### config.mk
export PLATFORM = sky130hd
export DESIGN_NAME = descrambler58bit_order58_rx
export DESIGN_NICKNAME = d
export VERILOG_FILES = /design/src/rtl/descrambler58bit_order58_rx.sv
export SDC_FILE = /design/constraint.sdc
export NUM_CORES = 1
export LEC_CHECK = 0
export CORE_MARGIN = 2
export CORE_UTILIZATION = 32
export DETAILED_ROUTE_END_ITERATION = 8
export MAX_ROUTING_LAYER = met4
export PLACE_DENSITY = 0.52
export SETUP_SLACK_MARGIN = 0.1
export SLEW_MARGIN = 15
export SYNTH_ARGS = -nofsm -noshare
export SYNTH_HDL_FRONTEND = slang
export SYNTH_SLANG_ARGS = --single-unit
### constraint.sdc
create_clock -name clock -period 2.7 [get_ports clock]
set_input_delay 0.54 -clock clock [delete_from_list [all_inputs] [get_ports clock]]
set_output_delay 0.54 -clock clock [all_outputs]
set_load 0.005 [all_outputs]
### src/rtl/descrambler58bit_order58_rx.sv
// Receive-side descrambler for the 58-bit, order-58 frame scrambler (Si = Di ~^ Si-39 ~^ Si-58).
// Tracks history trust, per-word corruption, link lock and a saturating corrupted-word counter.
module descrambler58bit_order58_rx #(
  parameter logic [57:0] INIT_SEED     = 58'h112abaa1231ba11,
  parameter int unsigned LOCK_WORDS    = 4,
  parameter int unsigned ERR_CNT_WIDTH = 16
) (
  input  logic                     clock,
  input  logic                     reset_n,
  input  logic [57:0]              data,
  input  logic                     enable,
  input  logic                     data_error,
  input  logic                     bypass,
  input  logic                     err_count_clear,
  output logic [57:0]              descrambledData,
  output logic                     descrambled_valid,
  output logic                     descrambled_error,
  output logic                     locked,
  output logic [ERR_CNT_WIDTH-1:0] err_count
);
  localparam int W   = 58;
  localparam int TAP = 39;
  localparam logic [7:0] LOCK_CNT = 8'(LOCK_WORDS);

  typedef enum logic [1:0] {UNLOCKED = 2'd0, LOCKING = 2'd1, LOCKED = 2'd2} lock_e;

  typedef struct packed {
    logic [W-1:0] data;
    logic         valid;
    logic         error;
  } out_t;

  out_t                     out_q, out_d;
  logic [W-1:0]             prev_q, prev_d;
  logic [W-1:0]             desc_w;
  logic                     hist_ok_q, hist_ok_d;
  logic                     word_err;
  logic [7:0]               good_q, good_d;
  lock_e                    state_q, state_d;
  logic                     locked_q, locked_d;
  logic [ERR_CNT_WIDTH-1:0] cnt_q, cnt_d;

  // Taps 39 back land in the current word for the upper bits, in the previous word otherwise.
  genvar g;
  generate
    for (g = 0; g < W; g++) begin : g_bit
      if (g >= TAP) begin : g_hi
        assign desc_w[g] = data[g] ~^ data[g-TAP] ~^ prev_q[g];
      end else begin : g_lo
        assign desc_w[g] = data[g] ~^ prev_q[g+W-TAP] ~^ prev_q[g];
      end
    end
  endgenerate

  // An untrusted history only matters when actually descrambling.
  assign word_err = data_error | (~bypass & ~hist_ok_q);

  always_comb begin
    out_d       = out_q;
    out_d.valid = 1'b0;
    prev_d      = prev_q;
    hist_ok_d   = hist_ok_q;
    if (enable) begin
      out_d.data  = bypass ? data : desc_w;
      out_d.valid = 1'b1;
      out_d.error = word_err;
      prev_d      = data;
      hist_ok_d   = ~data_error;
    end
  end

  always_comb begin
    state_d = state_q;
    good_d  = good_q;
    if (enable) begin
      if (word_err) begin
        state_d = UNLOCKED;
        good_d  = '0;
      end else if (!bypass) begin
        if (good_q < LOCK_CNT) good_d = good_q + 8'd1;
        state_d = (good_d >= LOCK_CNT) ? LOCKED : LOCKING;
      end
    end
    locked_d = (state_d == LOCKED);
  end

  // Clear wins over a coincident increment.
  always_comb begin
    cnt_d = cnt_q;
    if (err_count_clear) cnt_d = '0;
    else if (enable && word_err && !(&cnt_q)) cnt_d = cnt_q + ERR_CNT_WIDTH'(1);
  end

  always_ff @(posedge clock or negedge reset_n) begin
    if (!reset_n) begin
      out_q     <= '0;
      prev_q    <= INIT_SEED;
      hist_ok_q <= 1'b0;
      good_q    <= '0;
      state_q   <= UNLOCKED;
      locked_q  <= 1'b0;
      cnt_q     <= '0;
    end else begin
      out_q     <= out_d;
      prev_q    <= prev_d;
      hist_ok_q <= hist_ok_d;
      good_q    <= good_d;
      state_q   <= state_d;
      locked_q  <= locked_d;
      cnt_q     <= cnt_d;
    end
  end

  assign descrambledData   = out_q.data;
  assign descrambled_valid = out_q.valid;
  assign descrambled_error = out_q.error;
  assign locked            = locked_q;
  assign err_count         = cnt_q;

endmodule

==> Word-level counts from Yosys, hierarchy flattened <==
Index checks and enable logic that the tools add are counted.
{ "totals": {"word_cells": 156, "out_inout_bits": 77, "regBits": 146} }
{ "classes": {"reduce_logical": 6, "mux": 14, "addsub": 2, "bitwise": 121, "magnitude_cmp": 2, "eq_ne": 2} }
{ "ops": {"columns": ["op", "n"], "rows": [
  ["$xnor 1x1->1", 116],
  ["$mux 58", 1],
  ["$mux 8", 6],
  ["$mux 16", 2],
  ["$add 16x1->16 const B", 1],
  ["$reduce_and 16->1", 1],
  ["$mux 2", 5],
  ["$add 8x1->8 const B", 1],
  ["$ge 8x3->1 const B", 1],
  ["$lt 8x3->1 const B", 1],
  ["$not 1->1", 3],
  ["$eq 2x2->1 const B", 1],
  ["$logic_and 1x1->1", 2],
  ["$ne 2x1->1 const B", 1],
  ["$reduce_and 2->1", 1],
  ["$reduce_bool 2->1", 1],
  ["$and 1x1->1", 1],
  ["$logic_not 1->1", 1],
  ["$or 1x1->1", 1]
]} }

==> Depth between registers and ports, before layout <==
Gate-level depths: netlist (run 1).
{ "logic_depth": {"depth_word": 11, "mapped_depth": 6} }

==> Worst setup path before layout (run 1) <==
Ideal clock, no wire load.
{ "synth_path": {"kind": "input to register", "startpoint": "input port bypass", "endpoint": "register cnt_q[13], in the netlist err_count[13]", "slack_ns": 0.830, "path_stages": 5, "required_time_ns": 2.575, "arrival_time_ns": 1.745, "path_cell_list": "clkbuf_1 -> o21bai_4 -> nand4_1 -> nor4b_1 -> mux2_2"} }
{ "synth_between": {"elab_chain_cells": 6} }
{ "synth_rtl": {"columns": ["element", "line_no", "source"], "rows": [
  ["from (decl)", "13", "input logic bypass,"],
  ["$not 1->1", "56", "assign word_err = data_error | (~bypass & ~hist_ok_q);"],
  ["$and 1x1->1", "56", null],
  ["$or 1x1->1", "56", null],
  ["$logic_and 1x1->1 (2 in series)", "91", "else if (enable && word_err && !(&cnt_q)) cnt_d = cnt_q + ERR_CNT_WIDTH'(1);"],
  ["$reduce_bool 2->1 (no source line)", null, null],
  ["to (signal assigned)", "110", "cnt_q <= cnt_d;"],
  ["to (decl)", "41", "logic [ERR_CNT_WIDTH-1:0] cnt_q, cnt_d;"]
]} }
No other way between the ends.
A chain may end at the register's enable or synchronous reset.

==> Worst setup path in the final report (run 1) <==
{ "layout_path": {"startpoint": "register cnt_q[1], in the netlist err_count[1]", "endpoint": "register cnt_q[13], in the netlist err_count[13]"} }
{ "layout_between": {"elab_chain_cells": 4} }
{ "layout_rtl": {"columns": ["element"], "rows": [
  ["branches (longest 4 deep; another with $add 16x1->16)"]
]} }
Several ways; the timed one is not identified. The select of a mux whose other input is x is not followed.

==> out/qor.txt, run 1 <==
Top cell type's share of synthesized area - 44.1%
ANT nets after route - 0
Ys async rst share - 100%
Post-synthesis simple-gate area fraction - 12.0%
Min Tclk post-route - 2080 ps
Starting density of the core - 32.8%
Multiplexer share of the synthesized area - 9.93%
Rows - 53
DR iter-0 viols - 173
Final TNS setup - 0 ps
Cells after Synth - 636
Max-Cap Viols - 0
Cell count after placement - 1028
Crit path from - err_count[1]
Top-level I/O count - 141
TritonCTS clock tree - yes
Clock sink count - 146
Buffers on Ports - 140
Crit share post-route - 77.2%
Congestion Overflow GR - 0
Synth Area in Compound Gates - 7.56%
PostCTS Resize Cnt - 0
Clock latency on the worst-skew pair - 420 ps
Count leader, synth - dfrtp_1
Post-synth top flop - dfrtp_1
Clock buffer count from CTS - 17
# hold bufs at CTS - 0
Syn. warnings - 0
Largest area contributor in the netlist - dfrtp_1
Worst setup EP type - flop
Fin worst setup slack - 616 ps
P_leak - 3.54 nW
Avg WL per Cell - 14.5 um
Largest net degree at the start of global routing - 120
Post-Layout Cell Count - 1060
HPWL Detailed - 10.4 mm
WS Path Type - flop to flop
Slew HR - 44.4%
Hold WC Path Type - primary input to asynchronous set/reset pin
Wirelength, routed - 15.4 mm
Fill count - 2009
H-tree level count - 4
Core area - 21100 um^2
DIE AREA - 22800 um^2
Placed cell area - 8610 um^2
Root Buffer - clkbuf_16
Final Hold Viols - 0
CP Max Fanout - 19
Distinct cells, synth - 35
Via/cell ratio - 4.65
Worst-case clock skew - 8.23 ps
Initial antenna violation count - 0
Required time worst endpoint - 3000 ps
Utilization after layout - 43.6%
Nets - 838
Startpoint types - flop
Endpoints failing setup - 0
Ant. Diodes - 0
Worst vdd ir - 0.417 mV
Commonest cells in the netlist - dfrtp_1, nor2_1, xnor2_1, a21oi_1, mux2_2
Worst-case clock buffer depth - 2
Worst Setup Slack post-DPL - 292 ps
Fin. max-slew vios - 0
Post-synth EDFFs - 0
Tot GR Track Use - 14.6%
Design Area, Final - 9190 um^2
Outcome - complete, no violations
FMAX - 480 MHz
Adder-cell area share of the yosys netlist - 0.362%
First-pass GRT wire length - 25.4 mm
Syn Std Cell Area - 6920 um^2
R2R Path Start - err_count[1]
RSZ-0062 raised after global routing - false
Layout cell share with drive strength beyond 1 - 16.6%
Main combinational cell family by area after synthesis - XOR/XNOR gates
Mean Syn Cell Area - 10.9 um^2
Number of synthesized register bits - 146
Die X - 151 um
Syn Nets - 702
Routability cong. - 0.742
Synth area leaders - dfrtp_1, xnor2_1, mux2_2
Post-Synth XOR/XNOR Area - 14.7%
Via Count - 4933
Drt drc - 0
Sequential fraction of the synthesis area - 53.2%
Pwr/cell area - 664 nW/um^2
Vias in the first global route - 5034
Drt first pass iters - 4
Arrival @ worst endpoint - 2380 ps
Tightest Pin Transition - 827 ps
Post-CTS Setup Inserts - 0
Die Ht - 151 um
Area grow syn2layout - 32.8%
Clock slew at reported path FFs - 60 ps
==> metrics by stage <==
| step | hold slack (ps) | total power [mW] |
|---|---|---|
| floorplan | 244 | 3.24 |
| global placement | 453 | 3.81 |
| detailed placement | 452 | 3.84 |
| CTS | 122 | 6.21 |
| global route | 140 | 6.44 |
| finish | 103 | 6.10 |
==> state kept, by name, indices dropped and copies added, names as in the netlist <==
name / cells
descrambled_valid: 1
hist_ok_q: 1
descrambled_error: 1
prev_q: 58
descrambledData: 58
state_q: 2
locked: 1
good_q: 8
err_count: 16
==> power by group <==
group / switching [mW] / total, mW / leakage (nW) / internal (mW)
sequential: 0.179 / 2.64 / 1.70 / 2.46
combinational: 0.450 / 1.14 / 1.56 / 0.691
clock: 0.908 / 2.32 / 0.278 / 1.41
total: 1.54 / 6.10 / 3.54 / 4.56
==> logic make-up after synthesis <==
kind of cell	Yosys count
and+or+nand+nor	179
buffers and inverters	36
AOI/OAI and AO/OA	96
adders and majority gates	2
DFF	146
xor gates and xnor gates	116
muxes	61
==> final cells by class <==
type	count	area (um^2)	share of cell area, %
well taps	275	344	3.74
clock buffers	23	468	5.09
multi-input cells	454	3080	33.6
clock inverters	9	108	1.17
repair buffers	148	1480	16.1
inverters	5	18.8	0.204
flip-flops and latches	146	3680	40.1
==> final timing paths <==
check / slack, ps / end / cells past startpoint
min in group clock: 440 / hist_ok_q / 2
worst max-delay path: 620 / err_count[13] / 5
worst max register to register: 620 / err_count[13] / 5
worst min-delay path: 100 / err_count[12] / 1
worst min register to register: 470 / state_q[1] / 2
max in group asynchronous: 1760 / prev_q[40] / 2
==> cell usage in the layout, fill, tap and decap left out, drive strengths merged, types with 8 or more instances in the layout <==
cell / instances
clkdlybuf4s50: 137
o21ai: 10
o31ai: 9
dfrtp: 122
nor2: 121
or4: 9
nand2: 8
xnor2: 116
a21oi: 74
dfstp: 24
mux2: 61
buf: 11
clkbuf: 23
==> worst max-delay path, stage by stage, from the launching register on <==
cell and delay (ps):
dfrtp_1 450, ha_1 260, nand4_1 170, nor4_4 660, nor4b_1 140, mux2_2 310
==> layer usage <==
layer	wire [um]	vias to the layer above	part of all wire (%)	GRT usage, %
met5	0	-	0	-
met1	6930	2395	45	18.3
met2	7470	101	49	23.1
met4	178	0	1.2	4.58
li1	-	2419	-	-
met3	829	18	5.4	4.22
Note: power is estimated with default switching activity, not from simulation.
==> inputs of run 2 (changes only) <==
==> constraint.sdc (replaced) <==
create_clock -name clock -period 1.95 [get_ports clock]
set_input_delay 0.39 -clock clock [delete_from_list [all_inputs] [get_ports clock]]
set_output_delay 0.39 -clock clock [all_outputs]
set_load 0.005 [all_outputs]
==> run 2 against run 1 <==
Compared with the run above:
- clock skew up 1.3 ps
- non-clock buffer count up 12
- highest routed layer unchanged
- sequential power up 38%
- clock power up 48%
- core utilization up 1.1 points
- critical path type unchanged
- via count down 0.12%
- hold slack better by 130 ps
==> out/qor.txt, run 2 (synthesis results as in run 1) <==
Layout cell share with drive strength beyond 1 - 20.2%
H-tree level count - 4
Via Count - 4927
Root Buffer - clkbuf_16
Tightest Pin Transition - 568 ps
DR iter-0 viols - 169
Worst-case clock skew - 9.56 ps
Die X - 151 um
Clock buffer count from CTS - 17
Tot GR Track Use - 14.6%
CP Max Fanout - 5
Nets - 850
CP bufs+invs - 0
Worst vdd ir - 0.592 mV
Utilization after layout - 44.6%
Buffers on Ports - 140
Most frequent cells in the layout - clkdlybuf4s50_1, nor2_1, xnor2_1
Clock slew at reported path FFs - 60 ps
Core area - 21100 um^2
Clock latency on the worst-skew pair - 420 ps
Startpoint types - flop
Wirelength, routed - 15.4 mm
Clock sink count - 146
P_leak - 3.62 nW
Endpoints failing setup - 0
Slew HR - 62.1%
Total power - 8.69 mW
Drt first pass iters - 4
Hold path startpoint - enable
Worst setup EP type - flop
Area grow syn2layout - 36.1%
Final Hold Viols - 0
Routability cong. - 0.799
RSZ-0062 raised after global routing - true
Kind of cell adding the most delay to the critical path - simple AND/OR/NAND/NOR gates
Crit path from - good_q[4]
First-pass GRT wire length - 25.6 mm
Drt drc - 0
Avg WL per Cell - 14.4 um
Crit share post-route - 95.5%
CP max stage cell - or4_4
Fin. max-slew vios - 0
Required time worst endpoint - 2300 ps
Worst-case clock buffer depth - 2
Vias in the first global route - 5111
Design Area, Final - 9410 um^2
Most common cell after layout, fill and taps aside - clkdlybuf4s50_1
DIE AREA - 22800 um^2
Outcome - complete, no violations
Die Ht - 151 um
Worst hold slack - 232 ps
Top-level I/O count - 141
CP Cell Sequence - or4_4, or3_4, or3_1, a21oi_2
Rows - 53
Largest net degree at the start of global routing - 121
TritonCTS clock tree - yes
WS Path Type - flop to flop
Starting density of the core - 32.8%
Arrival @ worst endpoint - 2210 ps
HPWL Detailed - 10.3 mm
R2R Path Start - good_q[4]
Ant. Diodes - 0
FMAX - 537 MHz
Via/cell ratio - 4.60
Hold WC Path Type - primary input to flop
Pwr/cell area - 923 nW/um^2
Max-Cap Viols - 0
Congestion Overflow GR - 0
Min Tclk post-route - 1860 ps
Worst stage delay on the critical path - 530 ps
Initial antenna violation count - 0
Placed cell area - 8720 um^2
Final TNS setup - 0 ps
ANT nets after route - 0
## run 2: cell count changes in the layout (fill, tap and decap cells not counted), moves of 2 or more
cell      change
dfrtp_1       -9
dfrtp_2       +9
buf_4         +5
buf_12        +4
clkbuf_1      -4
a21oi_1       -2
a21oi_2       +2
inv_6         +2
## run 2: repair_timing
action,CTS,global route
setup buffers,0,4
hold buffers,1,0
resized for setup,1,17
cloned,0,0
endpoints found under the setup margin,1,14
hold endpoints to repair,38,0
pin swaps,0,8
## run 2: stage by stage
step / setup slack, ps / cells
floorplan: 181 / 636
global placement: -194 / 1035
detailed placement: -308 / 1035
CTS: 103 / 1068
global route: 23.7 / 1072
finish: 87.5 / 1072
## run 2: path summary, 6_finish.rpt
kind	to	slack [ps]	cells after the start
setup / recovery	good_q[1]	90	4
hold / removal	hist_ok_q	230	2
setup reg to reg	good_q[1]	90	4
hold reg to reg	state_q[1]	470	2
max in group asynchronous	prev_q[35]	790	3
min in group asynchronous	err_count[14]	470	2
## run 2: layout make-up
| type | count | area (um^2) |
|---|---|---|
| Clock buffer | 18 | 439 |
| Clock inverter | 14 | 178 |
| Fill cell | 1991 | 11700 |
| Inverter | 5 | 18.8 |
| Multi-Input combinational cell | 454 | 3110 |
| Sequential cell | 146 | 3690 |
| Tap cell | 275 | 344 |
| Timing Repair Buffer | 160 | 1630 |
## run 2: metal layers
layer	up-vias	track usage, %	share of wire [%]	routed length, um
met3	18	4.13	4.9	758
met2	96	23.3	49	7560
met5	-	-	0	0
li1	2452	-	-	-
met4	0	5.00	1.8	276
met1	2361	17.8	44	6810
## run 2: worst register-to-register path, cell delays in order, from the launching register on
cell	delay, ps
dfrtp_1	370
or4_4	530
or3_4	410
or3_1	370
a21oi_2	120
## run 2: power breakdown
| part | total (mW) | internal [mW] | switching (mW) | leakage [nW] |
|---|---|---|---|---|
| sequential | 3.65 | 3.41 | 0.246 | 1.69 |
| clock | 3.43 | 2.07 | 1.36 | 0.295 |
| combinational | 1.61 | 0.981 | 0.626 | 1.64 |
| total | 8.69 | 6.45 | 2.23 | 3.62 |
